--- src/rtl/audio_ctrl_pkg.sv ---
// Shared types and constants for the audio source fader and related control blocks.
// Gain is a 9-bit unsigned fraction of 256, so 256 means unity.
package audio_ctrl_pkg;

  typedef enum logic [1:0] {
    PLAY     = 2'd0,
    FADE_OUT = 2'd1,
    SWAP     = 2'd2,
    FADE_IN  = 2'd3
  } fade_state_e;

  localparam int              GAIN_W     = 9;
  localparam logic [GAIN_W-1:0] GAIN_UNITY = 9'd256;

  localparam logic SRC_LIVE  = 1'b0;
  localparam logic SRC_SYNTH = 1'b1;

  // Saturating gain steps; the last step of a ramp lands exactly on 0 or unity.
  function automatic logic [GAIN_W-1:0] gain_down(input logic [GAIN_W-1:0] g,
                                                  input int step);
    int v;
    v = int'(g) - step;
    return (v <= 0) ? '0 : GAIN_W'(v);
  endfunction

  function automatic logic [GAIN_W-1:0] gain_up(input logic [GAIN_W-1:0] g,
                                                input int step);
    int v;
    v = int'(g) + step;
    return (v >= int'(GAIN_UNITY)) ? GAIN_UNITY : GAIN_W'(v);
  endfunction

endpackage

--- src/rtl/switch_debounce.sv ---
// Two-flop synchroniser plus stability counter for a mechanical switch or key.
// The output only follows the input after it has held one value for DEBOUNCE_CYC clocks.
module switch_debounce #(
  parameter int DEBOUNCE_CYC = 500000
) (
  input  logic clk,
  input  logic rst_n,
  input  logic sw_raw,
  output logic sw_db
);

  localparam int                CNT_W    = (DEBOUNCE_CYC > 1) ? $clog2(DEBOUNCE_CYC) : 1;
  localparam logic [CNT_W-1:0]  CNT_LAST = CNT_W'(DEBOUNCE_CYC - 1);

  logic [1:0]       sync_q;
  logic             cand_q;
  logic [CNT_W-1:0] cnt_q;

  // NOTE: sequential state uses non-blocking assignments so every flop samples pre-edge values.
  always_ff @(posedge clk or negedge rst_n) begin
    if (!rst_n) begin
      sync_q <= '0;
      cand_q <= 1'b0;
      cnt_q  <= '0;
      sw_db  <= 1'b0;
    end else begin
      sync_q <= {sync_q[0], sw_raw};
      if (sync_q[1] != cand_q) begin
        cand_q <= sync_q[1];
        cnt_q  <= '0;
      end else if (cnt_q == CNT_LAST) begin
        sw_db <= cand_q;
      end else begin
        cnt_q <= cnt_q + 1'b1;
      end
    end
  end

endmodule

--- src/rtl/audio_source_fader.sv ---
// Click-free switch between synth and live codec samples: fade out, swap source, fade in,
// with every gain change and output update aligned to the codec frame strobe.
module audio_source_fader
  import audio_ctrl_pkg::*;
#(
  parameter int SAMPLE_W     = 16,
  parameter int FADE_STEP    = 8,
  parameter int DEBOUNCE_CYC = 500000
) (
  input  logic                       CLOCK_50,
  input  logic                       RST_N,
  input  logic                       SEL_RAW,
  input  logic                       FRAME_STB,
  input  logic signed [SAMPLE_W-1:0] SYNTH_L,
  input  logic signed [SAMPLE_W-1:0] SYNTH_R,
  input  logic signed [SAMPLE_W-1:0] LIVE_L,
  input  logic signed [SAMPLE_W-1:0] LIVE_R,
  output logic signed [SAMPLE_W-1:0] OUT_L,
  output logic signed [SAMPLE_W-1:0] OUT_R,
  output logic                       OUT_VALID,
  output logic                       ACTIVE_SRC,
  output logic                       BUSY,
  output logic [GAIN_W-1:0]          GAIN
);

  localparam int PROD_W = SAMPLE_W + GAIN_W + 1;

  // Sample * gain in signed arithmetic; the >>> 8 floors toward minus infinity.
  function automatic logic signed [SAMPLE_W-1:0] apply_gain(
    input logic signed [SAMPLE_W-1:0] s,
    input logic        [GAIN_W-1:0]   g
  );
    logic signed [PROD_W-1:0] p;
    p = PROD_W'(s) * PROD_W'($signed({1'b0, g}));
    return SAMPLE_W'(p >>> 8);
  endfunction

  // NOTE: reset asserts asynchronously but releases on a clock edge, so no flop sees
  // a reset release racing the clock.
  logic [1:0] rst_sync_q;
  logic       rst_n_i;

  always_ff @(posedge CLOCK_50 or negedge RST_N) begin
    if (!RST_N) rst_sync_q <= 2'b00;
    else        rst_sync_q <= {rst_sync_q[0], 1'b1};
  end

  assign rst_n_i = rst_sync_q[1];

  logic sel_db;

  switch_debounce #(
    .DEBOUNCE_CYC (DEBOUNCE_CYC)
  ) u_sel_debounce (
    .clk    (CLOCK_50),
    .rst_n  (rst_n_i),
    .sw_raw (SEL_RAW),
    .sw_db  (sel_db)
  );

  fade_state_e       state_q, state_d;
  logic [GAIN_W-1:0] gain_q, gain_d;
  logic              active_src_q, active_src_d;
  logic [GAIN_W-1:0] gain_dn, gain_inc;

  assign gain_dn  = gain_down(gain_q, FADE_STEP);
  assign gain_inc = gain_up(gain_q, FADE_STEP);

  // NOTE: every always_comb output gets a default first, so no path can infer a latch.
  always_comb begin
    state_d      = state_q;
    gain_d       = gain_q;
    active_src_d = active_src_q;
    unique case (state_q)
      PLAY: begin
        if (FRAME_STB && (sel_db != active_src_q)) state_d = FADE_OUT;
      end
      FADE_OUT: begin
        if (FRAME_STB) begin
          gain_d = gain_dn;
          if (gain_dn == '0)                  state_d = SWAP;
          else if (sel_db == active_src_q)    state_d = FADE_IN;
        end
      end
      SWAP: begin
        // Single cycle regardless of strobe; a changed request is caught in FADE_IN.
        active_src_d = sel_db;
        state_d      = FADE_IN;
      end
      FADE_IN: begin
        if (FRAME_STB) begin
          gain_d = gain_inc;
          if (gain_inc == GAIN_UNITY)         state_d = PLAY;
          else if (sel_db != active_src_q)    state_d = FADE_OUT;
        end
      end
      default: state_d = PLAY;
    endcase
  end

  always_ff @(posedge CLOCK_50 or negedge rst_n_i) begin
    if (!rst_n_i) begin
      state_q      <= PLAY;
      gain_q       <= GAIN_UNITY;
      active_src_q <= SRC_LIVE;
    end else begin
      state_q      <= state_d;
      gain_q       <= gain_d;
      active_src_q <= active_src_d;
    end
  end

  logic signed [SAMPLE_W-1:0] smp_l, smp_r;

  assign smp_l = (active_src_q == SRC_SYNTH) ? SYNTH_L : LIVE_L;
  assign smp_r = (active_src_q == SRC_SYNTH) ? SYNTH_R : LIVE_R;

  // Scaling uses the pre-update gain, so a strobe during SWAP is output at gain 0.
  always_ff @(posedge CLOCK_50 or negedge rst_n_i) begin
    if (!rst_n_i) begin
      OUT_L     <= '0;
      OUT_R     <= '0;
      OUT_VALID <= 1'b0;
    end else begin
      OUT_VALID <= FRAME_STB;
      if (FRAME_STB) begin
        OUT_L <= apply_gain(smp_l, gain_q);
        OUT_R <= apply_gain(smp_r, gain_q);
      end
    end
  end

  assign ACTIVE_SRC = active_src_q;
  assign BUSY       = (state_q != PLAY);
  assign GAIN       = gain_q;

endmodule

--- config.mk ---
export PLATFORM = sky130hd
export DESIGN_NAME = audio_source_fader
export DESIGN_NICKNAME = d
export VERILOG_FILES = /design/src/rtl/audio_ctrl_pkg.sv /design/src/rtl/switch_debounce.sv /design/src/rtl/audio_source_fader.sv
export SDC_FILE = /design/constraint.sdc
export NUM_CORES = 1
export LEC_CHECK = 0
export BUFFER_PORTS_ARGS = -buffer_cell sky130_fd_sc_hd__buf_4
export CAP_MARGIN = 20
export CORE_MARGIN = 2
export CORE_UTILIZATION = 50
export DETAILED_ROUTE_END_ITERATION = 8
export PLACE_DENSITY_LB_ADDON = 0.05
export SYNTH_ARGS = -nofsm -noshare
export SYNTH_HDL_FRONTEND = slang
export SYNTH_SLANG_ARGS = --single-unit
--- constraint.sdc ---
create_clock -name CLOCK_50 -period 2.9 [get_ports CLOCK_50]
set_clock_uncertainty 0.2 [all_clocks]
set_input_delay 0.145 -clock CLOCK_50 [delete_from_list [all_inputs] [get_ports CLOCK_50]]
set_output_delay 0.145 -clock CLOCK_50 [all_outputs]
set_load 0.005 [all_outputs]
==> results of run 1 <==
## final timing paths
path	endpoint	slack [ns]
worst max-delay path	OUT_L[14]$_DFFE_PN0P_	-3.04
worst min-delay path	OUT_VALID$_DFF_PN0_	0.11
worst max register to register	OUT_L[14]$_DFFE_PN0P_	-3.04
worst min register to register	u_sel_debounce.sync_q[1]$_DFF_PN0_	0.16
max in group asynchronous	ACTIVE_SRC$_DFFE_PN0P_	1.53
min in group asynchronous	OUT_R[13]$_DFFE_PN0P_	0.30
## cell usage in the layout, fill, tap and decap left out, types with 24 or more instances in the layout
| master | count |
|---|---|
| sky130_fd_sc_hd__buf_4 | 330 |
| sky130_fd_sc_hd__mux2_4 | 27 |
| sky130_fd_sc_hd__fa_1 | 219 |
| sky130_fd_sc_hd__ha_1 | 85 |
| sky130_fd_sc_hd__nand2_1 | 170 |
| sky130_fd_sc_hd__xor2_1 | 28 |
| sky130_fd_sc_hd__inv_1 | 276 |
| sky130_fd_sc_hd__and2_1 | 76 |
| sky130_fd_sc_hd__nor2b_1 | 30 |
| sky130_fd_sc_hd__dfrtp_1 | 67 |
| sky130_fd_sc_hd__nor2_1 | 73 |
| sky130_fd_sc_hd__xnor2_1 | 24 |
## registers in the layout, summed over array words and instances, names as in the netlist
name                   cells
state_q                    2
OUT_VALID                  1
u_sel_debounce.sw_db       1
OUT_R                     16
rst_sync_q                 2
OUT_L                     16
u_sel_debounce.cnt_q      19
u_sel_debounce.cand_q      1
ACTIVE_SRC                 1
GAIN                       9
u_sel_debounce.sync_q      2
## layout make-up
| cell class | instances | area, um^2 | share of cell area (%) |
|---|---|---|---|
| multi-input combinational | 1012 | 10700 | 63.1 |
| clock buffer | 9 | 225 | 1.32 |
| inverter | 287 | 1080 | 6.34 |
| timing repair buffer | 350 | 2740 | 16.1 |
| tap | 330 | 413 | 2.42 |
| clock inverter | 7 | 65.1 | 0.382 |
| sequential | 70 | 1760 | 10.3 |
## per-stage QoR
stage	setup slack, ns	std cells
global placement	-3.01	2017
CTS	-3.05	2038
global route	-3.26	2065
detailed placement	-3.06	2017
floorplan	-2.90	1416
finish	-3.04	2065
## critical path, cell delays in order (launching register included)
cell and delay [ns]:
sky130_fd_sc_hd__dfrtp_2 0.44, sky130_fd_sc_hd__buf_4 0.15, sky130_fd_sc_hd__buf_12 0.14, sky130_fd_sc_hd__mux2_4 0.35, sky130_fd_sc_hd__and2_1 0.19, sky130_fd_sc_hd__fa_1 0.48
sky130_fd_sc_hd__fa_1 0.56, sky130_fd_sc_hd__fa_1 0.43, sky130_fd_sc_hd__fa_1 0.50, sky130_fd_sc_hd__inv_1 0.05, sky130_fd_sc_hd__fa_1 0.49, sky130_fd_sc_hd__inv_1 0.06
sky130_fd_sc_hd__ha_4 0.21, sky130_fd_sc_hd__and3_4 0.17, sky130_fd_sc_hd__a211oi_2 0.19, sky130_fd_sc_hd__o21ai_1 0.12, sky130_fd_sc_hd__a21o_1 0.20, sky130_fd_sc_hd__a31o_4 0.23
sky130_fd_sc_hd__a211oi_4 0.29, sky130_fd_sc_hd__xnor2_1 0.10, sky130_fd_sc_hd__mux2_2 0.26
## timing repair
item / CTS / global route
pin swaps: 6 / 34
gates cloned: 0 / 2
endpoints found under the setup margin: 41 / 41
buffers inserted: 2 / 25
endpoints found under the hold margin: 3 / 0
hold buffers: 3 / 0
resized for setup: 40 / 102
## per-layer routing
metal  part of all wire (%)  global-route usage, %
met5                      0                      0
met4                    1.3                   4.31
met3                    3.5                   2.85
met2                     50                   43.0
met1                     45                   34.2
## logic make-up (layout without fill, tap and decap cells)
| logic type | Yosys count | count (layout) | synth area share [%] |
|---|---|---|---|
| compound gates | 117 | 117 | 6.08 |
| xor+xnor | 53 | 53 | 3.57 |
| fa+ha+maj | 335 | 335 | 45.5 |
| buf+inv | 335 | 653 | 9.74 |
| flops | 70 | 70 | 13.5 |
| mux | 56 | 57 | 4.72 |
| other cells | 1 | 1 | 0.0289 |
| simple gates | 449 | 449 | 16.9 |
==> impl_metrics.xml, run 1 <==
<?xml version="1.0" encoding="UTF-8"?>
<metrics>
  <group name="status">
    <metric name="violated_checks" unit="">setup timing</metric>
    <metric name="run_status" unit="">finished, violations left</metric>
  </group>
  <group name="floorplanning">
    <metric name="die_width" unit="um">165</metric>
    <metric name="floorplan.initialDensity" unit="%">51.3</metric>
    <metric name="core_region_area" unit="mm^2">0.0253</metric>
    <metric name="design.portCount" unit="">112</metric>
    <metric name="dieHeight" unit="um">165</metric>
    <metric name="area_enclosed_by_the_die_boundary" unit="mm^2">0.0273</metric>
    <metric name="core.rowCount" unit="">58</metric>
  </group>
  <group name="worst_setup_path">
    <metric name="timing.critical_path.from_type" unit="">register</metric>
    <metric name="reg2reg_depth" unit="">20</metric>
    <metric name="timing_worst_setup_path_type" unit="">reg2reg</metric>
    <metric name="r2r_start" unit="">ACTIVE_SRC$_DFFE_PN0P_</metric>
    <metric name="worst_path_fanout_max" unit="">10</metric>
    <metric name="worstSetupEndpointType" unit="">register</metric>
    <metric name="worstPathRequired" unit="ns">2.95</metric>
    <metric name="startpoint" unit="">ACTIVE_SRC$_DFFE_PN0P_</metric>
    <metric name="cp_data_arrival_time" unit="ns">5.98</metric>
  </group>
  <group name="synthesis">
    <metric name="ys_seq_area_share" unit="%">13.5</metric>
    <metric name="synth_largest_type_area_fraction" unit="%">35.2</metric>
    <metric name="total_number_of_yosys_warnings" unit="">0</metric>
    <metric name="synth_cells" unit="">1416</metric>
    <metric name="synth.area.top_cells" unit="">sky130_fd_sc_hd__fa_1 (35%), sky130_fd_sc_hd__dfrtp_1 (13%), sky130_fd_sc_hd__ha_1 (10%)</metric>
    <metric name="yosysUniqueCellTypes" unit="">62</metric>
    <metric name="synth.avg_cell_area" unit="um^2">9.17</metric>
    <metric name="synth_common_cells" unit="">sky130_fd_sc_hd__inv_1 (287), sky130_fd_sc_hd__fa_1 (228), sky130_fd_sc_hd__nand2_1 (180)</metric>
    <metric name="post_synth_instance_area" unit="mm^2">0.0130</metric>
    <metric name="most_used_standard_cell_by_instance_count_after_synthesis" unit="">sky130_fd_sc_hd__inv_1</metric>
    <metric name="count_of_flip_flops_with_a_built_in_enable_after_synthesis" unit="">0</metric>
    <metric name="ys.flop_type" unit="">sky130_fd_sc_hd__dfrtp_1</metric>
    <metric name="postSynthNetCount" unit="">1819</metric>
    <metric name="synth_area_leader_cell" unit="">sky130_fd_sc_hd__fa_1</metric>
    <metric name="ys_async_sr_fraction" unit="%">100</metric>
    <metric name="ys_ff_latch" unit="">70</metric>
  </group>
  <group name="grt">
    <metric name="grt_pass1_vias" unit="">11000</metric>
    <metric name="grt_antenna_before_repair" unit="">0</metric>
    <metric name="grtUsageTotal" unit="%">24.8</metric>
    <metric name="grt_first_pass_wirelength" unit="um">53300</metric>
    <metric name="grt_max_degree" unit="">69</metric>
    <metric name="grt-ovfl-total" unit="">0</metric>
  </group>
  <group name="routing">
    <metric name="wirelength" unit="um">32200</metric>
    <metric name="drt_drc_violations_left" unit="">0</metric>
    <metric name="avg_vias_per_cell" unit="">5.08</metric>
    <metric name="dr_total_vias" unit="">10500</metric>
    <metric name="wl_per_cell" unit="um">15.6</metric>
    <metric name="first_pass_iters" unit="">5</metric>
    <metric name="first_iter_violations" unit="">483</metric>
    <metric name="detail-route-antenna-nets" unit="">0</metric>
  </group>
  <group name="cts">
    <metric name="clkSlewWorstSetupHoldPaths" unit="ns">0.08</metric>
    <metric name="tritoncts.num_buffers" unit="">9</metric>
    <metric name="clock_tree.root_cell" unit="">sky130_fd_sc_hd__clkbuf_16</metric>
    <metric name="tritoncts" unit="">built</metric>
    <metric name="cts_buffer_depth" unit="">2</metric>
    <metric name="numClockSinks" unit="">70</metric>
    <metric name="worst_skew_pair.late_latency" unit="ns">0.36</metric>
    <metric name="cts_htree_levels" unit="">3</metric>
  </group>
  <group name="sta">
    <metric name="grt_setup_unrepaired" unit="">yes</metric>
    <metric name="drv_slew" unit="">0</metric>
    <metric name="setup_viol_count_final" unit="">34</metric>
    <metric name="worst_slew_pin_slew" unit="ns">0.972</metric>
    <metric name="fin_crit_sh" unit="%">205</metric>
    <metric name="postLayoutSetupSlackWorst" unit="ns">-3.04</metric>
    <metric name="relSlewSlack" unit="%">35.2</metric>
    <metric name="report.final.hold_viol_count" unit="">0</metric>
    <metric name="finalWorstPathRequiredPeriod" unit="ns">5.94</metric>
    <metric name="fin_tns_setup" unit="ns">-86.44</metric>
    <metric name="max_freq" unit="GHz">0.168</metric>
    <metric name="timing.hold.ws" unit="ns">0.109</metric>
  </group>
  <group name="finish">
    <metric name="drive_above_1_share" unit="%">30.4</metric>
    <metric name="finalNetCount" unit="">2133</metric>
    <metric name="antenna-diode-count" unit="">0</metric>
    <metric name="finalInstanceArea" unit="mm^2">0.0170</metric>
    <metric name="finish.utilization" unit="%">67.3</metric>
    <metric name="layout-area-overhead-vs-synth" unit="%">31.2</metric>
    <metric name="fillerInstances" unit="">2083</metric>
  </group>
  <group name="flow_run">
    <metric name="timing.max_cap.violations" unit="">0</metric>
  </group>
  <group name="placed_design">
    <metric name="gpl.final_weighted_congestion" unit="">0.898</metric>
    <metric name="dp.final_hpwl" unit="um">25700</metric>
    <metric name="placement.cell_area" unit="mm^2">0.0158</metric>
    <metric name="io_buffers" unit="">111</metric>
  </group>
  <group name="hold_path">
    <metric name="min_from" unit="">FRAME_STB</metric>
    <metric name="whs_path_depth" unit="">2</metric>
    <metric name="min-delay-path-class" unit="">in2reg</metric>
  </group>
</metrics>
Power of run 1 is not shown: default switching activity piles up to over one toggle a cycle in this logic, so the estimate is an artifact.
==> run 2, diff against run 1 <==
--- a/config.mk
+++ b/config.mk
@@ -12,2 +12,3 @@
 export DETAILED_ROUTE_END_ITERATION = 8
+export GPL_TIMING_DRIVEN = 0
 export PLACE_DENSITY_LB_ADDON = 0.05
==> constraint.sdc (replaced) <==
create_clock -name CLOCK_50 -period 2.9 [get_ports CLOCK_50]
set_clock_uncertainty 0.2 [all_clocks]
set_input_delay 0 -clock CLOCK_50 [delete_from_list [all_inputs] [get_ports CLOCK_50]]
set_output_delay 0 -clock CLOCK_50 [all_outputs]
set_load 0.005 [all_outputs]
==> impl_metrics.xml, run 2 (synthesized netlist as in run 1, its figures left out) <==
<?xml version="1.0" encoding="UTF-8"?>
<metrics>
  <group name="status">
    <metric name="run_status" unit="">finished, violations left</metric>
    <metric name="violated_checks" unit="">setup timing</metric>
  </group>
  <group name="finish">
    <metric name="fillerInstances" unit="">2186</metric>
    <metric name="finalNetCount" unit="">2005</metric>
    <metric name="top_regs" unit="">u_sel_debounce.cnt_q: 19 flops, OUT_L: 16 flops, OUT_R: 16 flops</metric>
    <metric name="largest_register_ffs" unit="">19</metric>
    <metric name="drive_above_1_share" unit="%">23.8</metric>
    <metric name="mostFrequentLayoutCell" unit="">sky130_fd_sc_hd__inv_1</metric>
    <metric name="layout-area-overhead-vs-synth" unit="%">23.7</metric>
    <metric name="final_cell_mix" unit="">sky130_fd_sc_hd__inv_1 (279), sky130_fd_sc_hd__fa_1 (221), sky130_fd_sc_hd__nand2_1 (166)</metric>
    <metric name="finish.utilization" unit="%">63.4</metric>
    <metric name="largest_register" unit="">u_sel_debounce.cnt_q</metric>
    <metric name="antenna-diode-count" unit="">0</metric>
  </group>
  <group name="sta">
    <metric name="timing.hold.ws" unit="ns">0.00943</metric>
    <metric name="drv_slew" unit="">0</metric>
    <metric name="finalWorstPathRequiredPeriod" unit="ns">6.19</metric>
    <metric name="max_freq" unit="GHz">0.162</metric>
    <metric name="fin_crit_sh" unit="%">213</metric>
    <metric name="worst_slew_pin_slew" unit="ns">1.16</metric>
    <metric name="report.final.hold_viol_count" unit="">0</metric>
    <metric name="grt_setup_unrepaired" unit="">yes</metric>
    <metric name="relSlewSlack" unit="%">22.8</metric>
    <metric name="postLayoutSetupSlackWorst" unit="ns">-3.29</metric>
    <metric name="setup_viol_count_final" unit="">33</metric>
  </group>
  <group name="cts">
    <metric name="numClockSinks" unit="">70</metric>
    <metric name="clkSlewWorstSetupHoldPaths" unit="ns">0.07</metric>
    <metric name="tritoncts" unit="">built</metric>
    <metric name="tritoncts.num_buffers" unit="">9</metric>
    <metric name="cts_buffer_depth" unit="">2</metric>
    <metric name="worst_skew_pair.late_latency" unit="ns">0.36</metric>
    <metric name="cts_htree_levels" unit="">3</metric>
    <metric name="clock_tree.root_cell" unit="">sky130_fd_sc_hd__clkbuf_16</metric>
  </group>
  <group name="routing">
    <metric name="avg_vias_per_cell" unit="">5.37</metric>
    <metric name="wirelength" unit="um">35800</metric>
    <metric name="first_pass_iters" unit="">5</metric>
    <metric name="detail-route-antenna-nets" unit="">0</metric>
    <metric name="wl_per_cell" unit="um">18.5</metric>
    <metric name="first_iter_violations" unit="">618</metric>
    <metric name="dr_total_vias" unit="">10400</metric>
    <metric name="drt_drc_violations_left" unit="">0</metric>
  </group>
  <group name="hold_path">
    <metric name="min-delay-path-class" unit="">reg2async</metric>
  </group>
  <group name="grt">
    <metric name="grt_first_pass_wirelength" unit="um">56200</metric>
    <metric name="grt_pass1_vias" unit="">10700</metric>
    <metric name="grt_antenna_before_repair" unit="">0</metric>
    <metric name="grt_max_degree" unit="">53</metric>
    <metric name="grtUsageTotal" unit="%">27.5</metric>
    <metric name="grt-ovfl-total" unit="">0</metric>
  </group>
  <group name="floorplanning">
    <metric name="die_width" unit="um">165</metric>
    <metric name="area_enclosed_by_the_die_boundary" unit="mm^2">0.0273</metric>
    <metric name="floorplan.initialDensity" unit="%">51.3</metric>
    <metric name="design.portCount" unit="">112</metric>
    <metric name="dieHeight" unit="um">165</metric>
    <metric name="core_region_area" unit="mm^2">0.0253</metric>
    <metric name="core.rowCount" unit="">58</metric>
  </group>
  <group name="worst_setup_path">
    <metric name="timing.critical_path.from_type" unit="">register</metric>
    <metric name="cp_data_arrival_time" unit="ns">6.21</metric>
    <metric name="worstPathRequired" unit="ns">2.92</metric>
    <metric name="timing_worst_setup_path_type" unit="">reg2reg</metric>
    <metric name="worstSetupEndpointType" unit="">register</metric>
    <metric name="worst_path_fanout_max" unit="">8</metric>
  </group>
  <group name="placed_design">
    <metric name="gpl.final_weighted_congestion" unit="">0.903</metric>
    <metric name="io_buffers" unit="">111</metric>
    <metric name="dp.final_hpwl" unit="um">26700</metric>
  </group>
  <group name="flow_run">
    <metric name="timing.max_cap.violations" unit="">0</metric>
  </group>
</metrics>
-- run 2: cell types whose count changed in the layout (fill, tap and decap cells not counted), sizes merged --
cell,before,now
buf,347,174
inv,292,290
dlygate4sd3,3,4
mux2,43,44
clkbuf,9,52
clkinvlp,1,3
-- run 2: area by class of cell --
cell class,count,area (um^2),area share [%]
repair buffers,174,1410,8.76
well taps,330,413,2.57
plain buffers,47,340,2.12
multi-input cells,1013,10800,67.1
clock inverters,7,61.3,0.382
inverters,287,1080,6.73
flip-flops and latches,70,1760,11.0
clock buffers,9,225,1.40
-- run 2: worst paths after layout --
check | slack (ns) | depth (start not counted) | end | startpoint
worst max-delay path | -3.29 | 24 | OUT_R[8]$_DFFE_PN0P_ | ACTIVE_SRC$_DFFE_PN0P_
worst min-delay path | 0.009 | 0 | OUT_R[14]$_DFFE_PN0P_ | rst_sync_q[1]$_DFF_PN0_
max in group asynchronous | 1.88 | 1 | GAIN[8]$_DFFE_PN1P_ | rst_sync_q[1]$_DFF_PN0_
worst max register to register | -3.29 | 24 | OUT_R[8]$_DFFE_PN0P_ | ACTIVE_SRC$_DFFE_PN0P_
worst min register to register | 0.009 | 0 | OUT_R[14]$_DFFE_PN0P_ | rst_sync_q[1]$_DFF_PN0_
min in group CLOCK_50 | 0.08 | 5 | OUT_L[15]$_DFFE_PN0P_ | LIVE_L[15]
-- run 2: worst max-delay path, cell delays in order, from the launching register on --
cell and delay (ns):
sky130_fd_sc_hd__dfrtp_1 0.41, sky130_fd_sc_hd__buf_12 0.17, sky130_fd_sc_hd__clkbuf_16 0.19, sky130_fd_sc_hd__buf_16 0.17, sky130_fd_sc_hd__mux2_4 0.27, sky130_fd_sc_hd__buf_6 0.12
sky130_fd_sc_hd__nand2_2 0.05, sky130_fd_sc_hd__fa_1 0.49, sky130_fd_sc_hd__inv_2 0.04, sky130_fd_sc_hd__fa_1 0.58, sky130_fd_sc_hd__ha_4 0.22, sky130_fd_sc_hd__fa_1 0.51
sky130_fd_sc_hd__inv_2 0.04, sky130_fd_sc_hd__fa_1 0.51, sky130_fd_sc_hd__inv_2 0.05, sky130_fd_sc_hd__ha_4 0.25, sky130_fd_sc_hd__a221oi_4 0.34, sky130_fd_sc_hd__a211oi_4 0.13
sky130_fd_sc_hd__buf_4 0.16, sky130_fd_sc_hd__buf_6 0.12, sky130_fd_sc_hd__o21a_1 0.19, sky130_fd_sc_hd__o31a_1 0.35, sky130_fd_sc_hd__o21a_1 0.23, sky130_fd_sc_hd__o21ai_1 0.14
sky130_fd_sc_hd__o311ai_1 0.10
-- run 2: metal layers --
layer  global-route usage [%]  vias to the layer above  share of wire [%]
met3                     3.82                       39                5.8
li1                         -                     4758                  -
met4                     8.18                        0                2.4
met1                     37.5                     5310                 43
met2                     46.0                      294                 49
met5                        0                        -                  0
-- run 2: repair_timing --
action,in CTS,in global routing
endpoints found under the hold margin,4,0
buffers inserted,39,17
cloned,3,3
gates resized for setup,108,82
endpoints found under the setup margin,41,42
pin swaps,30,24
hold buffers,4,0
-- run 2: metrics by stage --
step	instance area [um^2]	setup TNS, ns	instances	setup WS [ns]
finish	16100	-93.91	1937	-3.29
global route	16100	-99.83	1937	-3.42
CTS	15600	-92.27	1919	-3.20
detailed placement	14500	-111.35	1858	-3.81
global placement	14500	-146.77	1857	-3.78
floorplan	13200	-79.42	1416	-2.90
Power of run 2 is left out for the same reason.
